### src/rtl/argmax_3_16.sv
// Streaming argmax head: consumes M signed words per vector, then emits the
// index of the maximum followed by the maximum value on a registered output.
module argmax_3_16 #(
  parameter int M = 3,
  parameter int T = 16
) (
  input  logic                clk,
  input  logic                reset,
  input  logic                s_valid,
  output logic                s_ready,
  input  logic signed [T-1:0] data_in,
  output logic                m_valid,
  input  logic                m_ready,
  output logic signed [T-1:0] data_out
);

  localparam int logM = $clog2(M);
  localparam int logC = $clog2(M + 1);
  localparam logic [logC-1:0] LAST = logC'(M - 1);

  typedef enum logic [1:0] {
    ACC,
    OUT_IDX,
    OUT_VAL
  } state_t;

  state_t state, state_nxt;

  logic        [logC-1:0] cnt;
  logic        [logM-1:0] max_idx, idx_nxt;
  logic signed [T-1:0]    max_val, val_nxt;
  logic                   in_xfer, out_xfer;

  assign s_ready  = (state == ACC) && !reset;
  assign in_xfer  = s_valid && s_ready;
  assign out_xfer = m_valid && m_ready;

  // Running maximum including the current input word; word 0 always loads,
  // later words replace only when strictly greater so ties keep the lower index.
  always_comb begin
    idx_nxt = max_idx;
    val_nxt = max_val;
    if (cnt == '0 || data_in > max_val) begin
      idx_nxt = logM'(cnt);
      val_nxt = data_in;
    end
  end

  // State register.
  always_ff @(posedge clk or posedge reset) begin
    if (reset) state <= ACC;
    else       state <= state_nxt;
  end

  // Next-state logic: accumulate M words, then hand out index and value words.
  always_comb begin
    state_nxt = state;
    case (state)
      ACC:     if (in_xfer && cnt == LAST) state_nxt = OUT_IDX;
      OUT_IDX: if (out_xfer)               state_nxt = OUT_VAL;
      OUT_VAL: if (out_xfer)               state_nxt = ACC;
      default:                             state_nxt = ACC;
    endcase
  end

  // Datapath: counter, running max, and the registered output word/valid.
  always_ff @(posedge clk or posedge reset) begin
    if (reset) begin
      cnt      <= '0;
      max_idx  <= '0;
      max_val  <= '0;
      m_valid  <= 1'b0;
      data_out <= '0;
    end else begin
      case (state)
        ACC: begin
          if (in_xfer) begin
            max_idx <= idx_nxt;
            max_val <= val_nxt;
            if (cnt == LAST) begin
              // Index word is loaded from the combinational max so it is
              // presented on the very edge the last word is accepted.
              cnt      <= '0;
              m_valid  <= 1'b1;
              data_out <= T'(idx_nxt);
            end else begin
              cnt <= cnt + logC'(1);
            end
          end
        end
        OUT_IDX: begin
          if (out_xfer) data_out <= max_val;
        end
        OUT_VAL: begin
          if (out_xfer) begin
            m_valid  <= 1'b0;
            data_out <= '0;
          end
        end
        default: begin
          m_valid <= 1'b0;
        end
      endcase
    end
  end

endmodule

### config.mk
export PLATFORM = sky130hd
export DESIGN_NAME = argmax_3_16
export DESIGN_NICKNAME = d
export VERILOG_FILES = /design/src/rtl/argmax_3_16.sv
export SDC_FILE = /design/constraint.sdc
export NUM_CORES = 1
export LEC_CHECK = 0
export ABC_AREA = 1
export CAP_MARGIN = 40
export CORE_MARGIN = 4
export CORE_UTILIZATION = 40
export CTS_BUF_LIST = sky130_fd_sc_hd__clkbuf_4
export DETAILED_ROUTE_END_ITERATION = 7
export GPL_ROUTABILITY_DRIVEN = 0
export REMOVE_ABC_BUFFERS = 1
export SETUP_SLACK_MARGIN = 0.5
export SKIP_CTS_REPAIR_TIMING = 1
export SLEW_MARGIN = 30
export SYNTH_ARGS = -nofsm -noshare
export SYNTH_HDL_FRONTEND = slang
export SYNTH_SLANG_ARGS = --single-unit
### constraint.sdc
create_clock -name clk -period 2.88 [get_ports clk]
set_input_delay 0.576 -clock clk [delete_from_list [all_inputs] [get_ports clk]]
set_output_delay 0.576 -clock clk [all_outputs]
set_load 0.01 [all_outputs]
# Yosys cells after proc, flatten, opt, wreduce, memory -nomap -nowiden
# Cells that the tools add are included.
dict set report totals {
  output_inout_bits 18
  in_bits 20
  register_bits 39
}
dict set report op_classes {
  n_lt_le_gt_ge 1
  n_bitwise 1
  eq_ne 8
  mux 15
  reduce_logical 14
  add_sub_neg 1
}
# op n
set op_table {}
lappend op_table {{two-way mux 16 bit} 4}
lappend op_table {{one-hot mux 16 bit (3 select lines)} 1}
lappend op_table {{greater-than comparator 16 bit} 1}
lappend op_table {{two-way mux 2 bit} 5}
lappend op_table {{inequality test 2 bit, second input constant} 3}
lappend op_table {{one-hot mux 2 bit (3 select lines)} 1}
lappend op_table {{AND reduction 3 bit} 2}
lappend op_table {{AND reduction 5 bit} 1}
lappend op_table {{equality test 2 bit, second input constant} 2}
lappend op_table {{logical AND 1 bit} 4}
lappend op_table {{zero test 2 bit} 2}
lappend op_table {{inequality test 2 x 1 -> 1 bit, second input constant} 2}
lappend op_table {{AND reduction 4 bit} 1}
lappend op_table {{two-way mux 1 bit} 3}
lappend op_table {{one-hot mux 1 bit (3 select lines)} 1}
lappend op_table {{nonzero test 3 bit} 1}
lappend op_table {{adder 2 x 1 -> 2 bit, second input constant} 1}
lappend op_table {{equality test 2 x 1 -> 1 bit, second input constant} 1}
lappend op_table {{AND reduction 2 bit} 1}
lappend op_table {{zero test 1 bit} 1}
lappend op_table {{logical OR 1 bit} 1}
lappend op_table {{NOT 1 bit} 1}

# Logic depth before layout (Yosys ltp)
dict set report logic_depth {
  depth_word 6
  ltp_mapped 18
  depth_no_buf 17
}

# Worst setup path after synthesis
# Ideal clock, no wire load.
dict set report synth_timing {
  path_kind {input-to-reg}
  start {input data_in[5]}
  end {register max_val[9]}
  t_arrival_ps 1860
  setup_ps 121
  slack_ps 899
  cell_stages 14
  t_required_ps 2759
  path_buffers 1
  cell_sequence {ha_1 a21oi_1 nor2_1 nor2_1 nand2_1 nand2_1 nand2_1 nand2_1 nand2_2 nand2_2 nand2_4 buf_6 nor2_1 a21oi_2}
}
dict set report synth_between {
  elab_chain_cells 3
}
# element line
set synth_rtl {}
lappend synth_rtl {{start, declared} 11} ;# input logic signed [T-1:0] data_in,
lappend synth_rtl {{greater-than comparator 16 bit} 43} ;# if (cnt == '0 || data_in > max_val) begin
lappend synth_rtl {{logical OR 1 bit} 43}
lappend synth_rtl {{AND reduction 3 bit (no source line)} -}
lappend synth_rtl {{end signal, assigned} 79} ;# max_val <= val_nxt;
lappend synth_rtl {{end, declared} 31} ;# logic signed [T-1:0] max_val, val_nxt;
# No other way between the ends.
# A chain may end at the register's enable or synchronous reset.

# Worst setup path after layout
dict set report layout_timing {
  start {input data_in[5]}
  end {register max_val[4]}
}
# Same word-level chain as after synthesis.

==> results by group <==
Outcome
  • Outcome: finished clean

Setup path
  • Worst Path Arrival: roughly 2500 ps
  • CP top delay family: simple AND/OR/NAND/NOR gates
  • R2R Setup Slk: ~670 ps
  • CP startpoint kind: input port
  • FF-to-FF End: data_out[11]
  • Buf/Inv on CP: 1
  • Max Fanout on Critical Path: 8
  • Reg2Reg Launch Point: state[1]
  • Worst Setup End Kind: flop
  • Reg2reg path depth: 10
  • Most frequent CP cell: nand2_1
  • Req. time, crit path: 3130 ps
  • Crit path max-delay cell type: clkdlybuf4s50_1
  • Crit-path cells: clkdlybuf4s50_1, ha_1, nand2_1, nor2_2, nand2_1, nand2_1, nand2_1, a21oi_2, nand2_2, nand2_8, nand2_4, nor2_1, a21oi_2
  • Crit Path Class: in2reg
  • Critical Path Max Stage Delay: 450 ps

Pwr
  • Power density cells: 946 nW/um^2
  • Sequential power share: 32.1%
  • Peak supply drop: roughly 560 uV
  • NetSw: 1160 uW
  • Tot Pwr: 2670 uW
  • Comb power frac: 57.1%
  • Switching part of the total: 43.5%
  • Static Leakage: ~0.0014 uW
  • Clock power share: 10.9%
  • Int Power: 1510 uW

Clock tree
  • CTS clk-pin slew, worst paths: ~110 ps
  • H-tree lvl count: 2
  • Maximum clock path buffer count: 2
  • Num CTS Buffers: 5
  • Worst-Skew Late Latency: 350 ps
  • CTS tree: built
  • CTS root buffer: clkbuf_4
  • Clock sinks: 39

Logic synthesis
  • Post-synthesis cell area: between 2000 and 2500 um^2
  • Largest area contributor in the synthesized netlist: dfrtp_1
  • Part of the Yosys area used for sequential elements: 43.8%
  • Yosys Warn Count: 0
  • Mapped Cells: 243
  • Yosys reg bits: 39
  • Synth top area cells: dfrtp_1 (44%), ha_1 (12%), nand2_1 (8.4%)
  • Area share of the largest cell type after synthesis: 43.8%
  • Ys flop type: dfrtp_1
  • Post-Syn Area per Cell: between 9 and 10 um^2
  • Number of library cell types mapped by synthesis: 31
  • Asr flop ratio synth: 100%
  • Most frequent cell after synthesis: nand2_1
  • Top cells by count, synth: nand2_1 (50), dfrtp_1 (39), inv_1 (32), ha_1 (21), nor2_1 (19)
  • Number of synthesized flops with an enable pin: 0

Routing
  • Vias post-DR: 1698
  • Average wire per standard cell: 12.7 um
  • Starting DRC count in detailed routing: 62
  • DR DRC count: 0
  • Post-Route WL: 4550 um
  • Final antenna-violating net count: 0
  • First-pass DRT Iterations: 4
  • Routed vias/inst: 4.76

Die
  • Rows: 26
  • Die footprint: 6820 um^2
  • IO Pins: 38
  • Die X: 82.6 um
  • Die Span Y: 82.6 um
  • Initial Utilization: 42.5%
  • CORE AREA: 5240 um^2

Finish
  • Reg area: 976 um^2
  • Filler instances: between 500 and 600
  • Antenna diode count: 0
  • Layout Nets: 327
  • Layout cell share with drive strength beyond 1: 22.0%
  • Area delta synth->final: 27.0%
  • Multi-input logic area: roughly 1200 um^2

Min path
  • Hold Path Depth: 2
  • HP Start: data_out[12]
  • Endpoint, Worst Hold: data_out[12]
  • Hold Path Class: reg2reg

Timing
  • Hold Slack: just under 500 ps
  • Slew Viols, Final: 0
  • Final worst slack: about 620 ps
  • Final min period: 2260 ps
  • Worst Tran Pin Value: around 600 ps
  • RSZ-0062 raised after global routing: true
  • Slew headroom: 59.8%
  • Final hold viol count: 0
  • Final setup vio count: 0
  • TNS Setup: 0 ps
  • Worst Skew: 11.9 ps
  • Fmax: around 0.44 GHz
  • Final period utilization: 78.3%

Placement
  • PortBufs: 37
  • Placement Setup Slack: about 100 ps
  • Detailed Place HPWL: 3170 um

Global routing
  • Largest net degree at the start of global routing: 40
  • Total GRT Usage: about 14%
  • Vias in the first global route: 1659
  • Global-route wire length before repair: 7390 um
  • Antenna violations before repair: 0
  • Total global routing overflow: 0

Job
  • Max-cap violations: 0
metrics by stage:
stage | cells | utilization (%) | area, um^2
final | 357 | 54.0 | 2830
after global routing | 357 | 54.0 | 2830
after CTS | 353 | 51.6 | 2700
after detailed placement | 345 | 50.5 | 2650
after global placement | 345 | 50.5 | 2650
after floorplan | 236 | - | 2160
cell families after synthesis:
kind of cell               after synthesis  synth area share (%)
and+or+nand+nor                         92                  18.4
AOI/OAI and AO/OA                       49                  17.0
buffers and inverters                   42                  8.94
DFF                                     39                  43.8
adders and majority gates               21                  11.8
cell usage in the layout (no fill, tap or decap), types with 2 or more instances in the layout:
cell type        count
ha_1                19
dfrtp_1             39
nor2_1              11
a21oi_2             17
clkdlybuf4s50_1     35
o31ai_2              3
a31oi_1              2
o31ai_1             11
dlymetal6s2s_1       2
nor2_2              12
a21oi_1              5
buf_4                2
o21ai_0              7
inv_1               32
nand2_8              3
nand2_2              5
nand2_1             49
nand3_1              6
nand2_4              2
clkbuf_4             7
routing by layer:
| layer | track usage, % | part of all wire [%] | vias to the layer above |
|---|---|---|---|
| li1 | - | - | 883 |
| met1 | 17.1 | 47 | 784 |
| met2 | 24.4 | 47 | 25 |
| met3 | 3.80 | 4.0 | 6 |
| met4 | 5.39 | 1.6 | 0 |
| met5 | 0 | 0 | - |
worst max-delay path by stage:
| stage | start | to | slack, ps | depth (start not counted) |
|---|---|---|---|---|
| final | data_in[5] | max_val[4] | 620 | 13 |
| after global routing | data_in[10] | max_val[12] | 470 | 13 |
| after CTS | state[1] | s_ready | 440 | 5 |
| after detailed placement | data_in[7] | max_val[6] | 100 | 13 |
| after global placement | data_in[5] | max_val[7] | 140 | 14 |
| after floorplan | data_in[5] | max_val[10] | 800 | 13 |
flip-flops by register name, indices dropped and copies added, names as in the netlist:
name      cells
cnt           2
data_out     16
m_valid       1
max_idx       2
max_val      16
state         2
power groups by stage:
stage	clock network [uW]	registers [uW]	logic, uW
detailed placement	0	878	1400
global route	332	885	1720
finish	291	857	1530
floorplan	0	898	906
CTS	305	865	1410
global placement	0	873	1370
tightest hold or removal path: cells and delay by family, from the launching register on:
| family | cells | cell delay, ps |
|---|---|---|
| flip-flops | 1 | 360 |
| AND/OR/NAND/NOR | 1 | 50 |
| AO/OA/AOI/OAI | 1 | 50 |
area by class of cell:
| type | instances | area share, % |
|---|---|---|
| Inverter | 35 | 4.73 |
| Tap cell | 70 | 3.10 |
| Sequential cell | 39 | 34.5 |
| Clock inverter | 1 | 0.177 |
| Multi-Input combinational cell | 165 | 41.1 |
| Clock buffer | 7 | 1.86 |
| Timing Repair Buffer | 40 | 14.5 |
(Power assumes the default switching activity.)
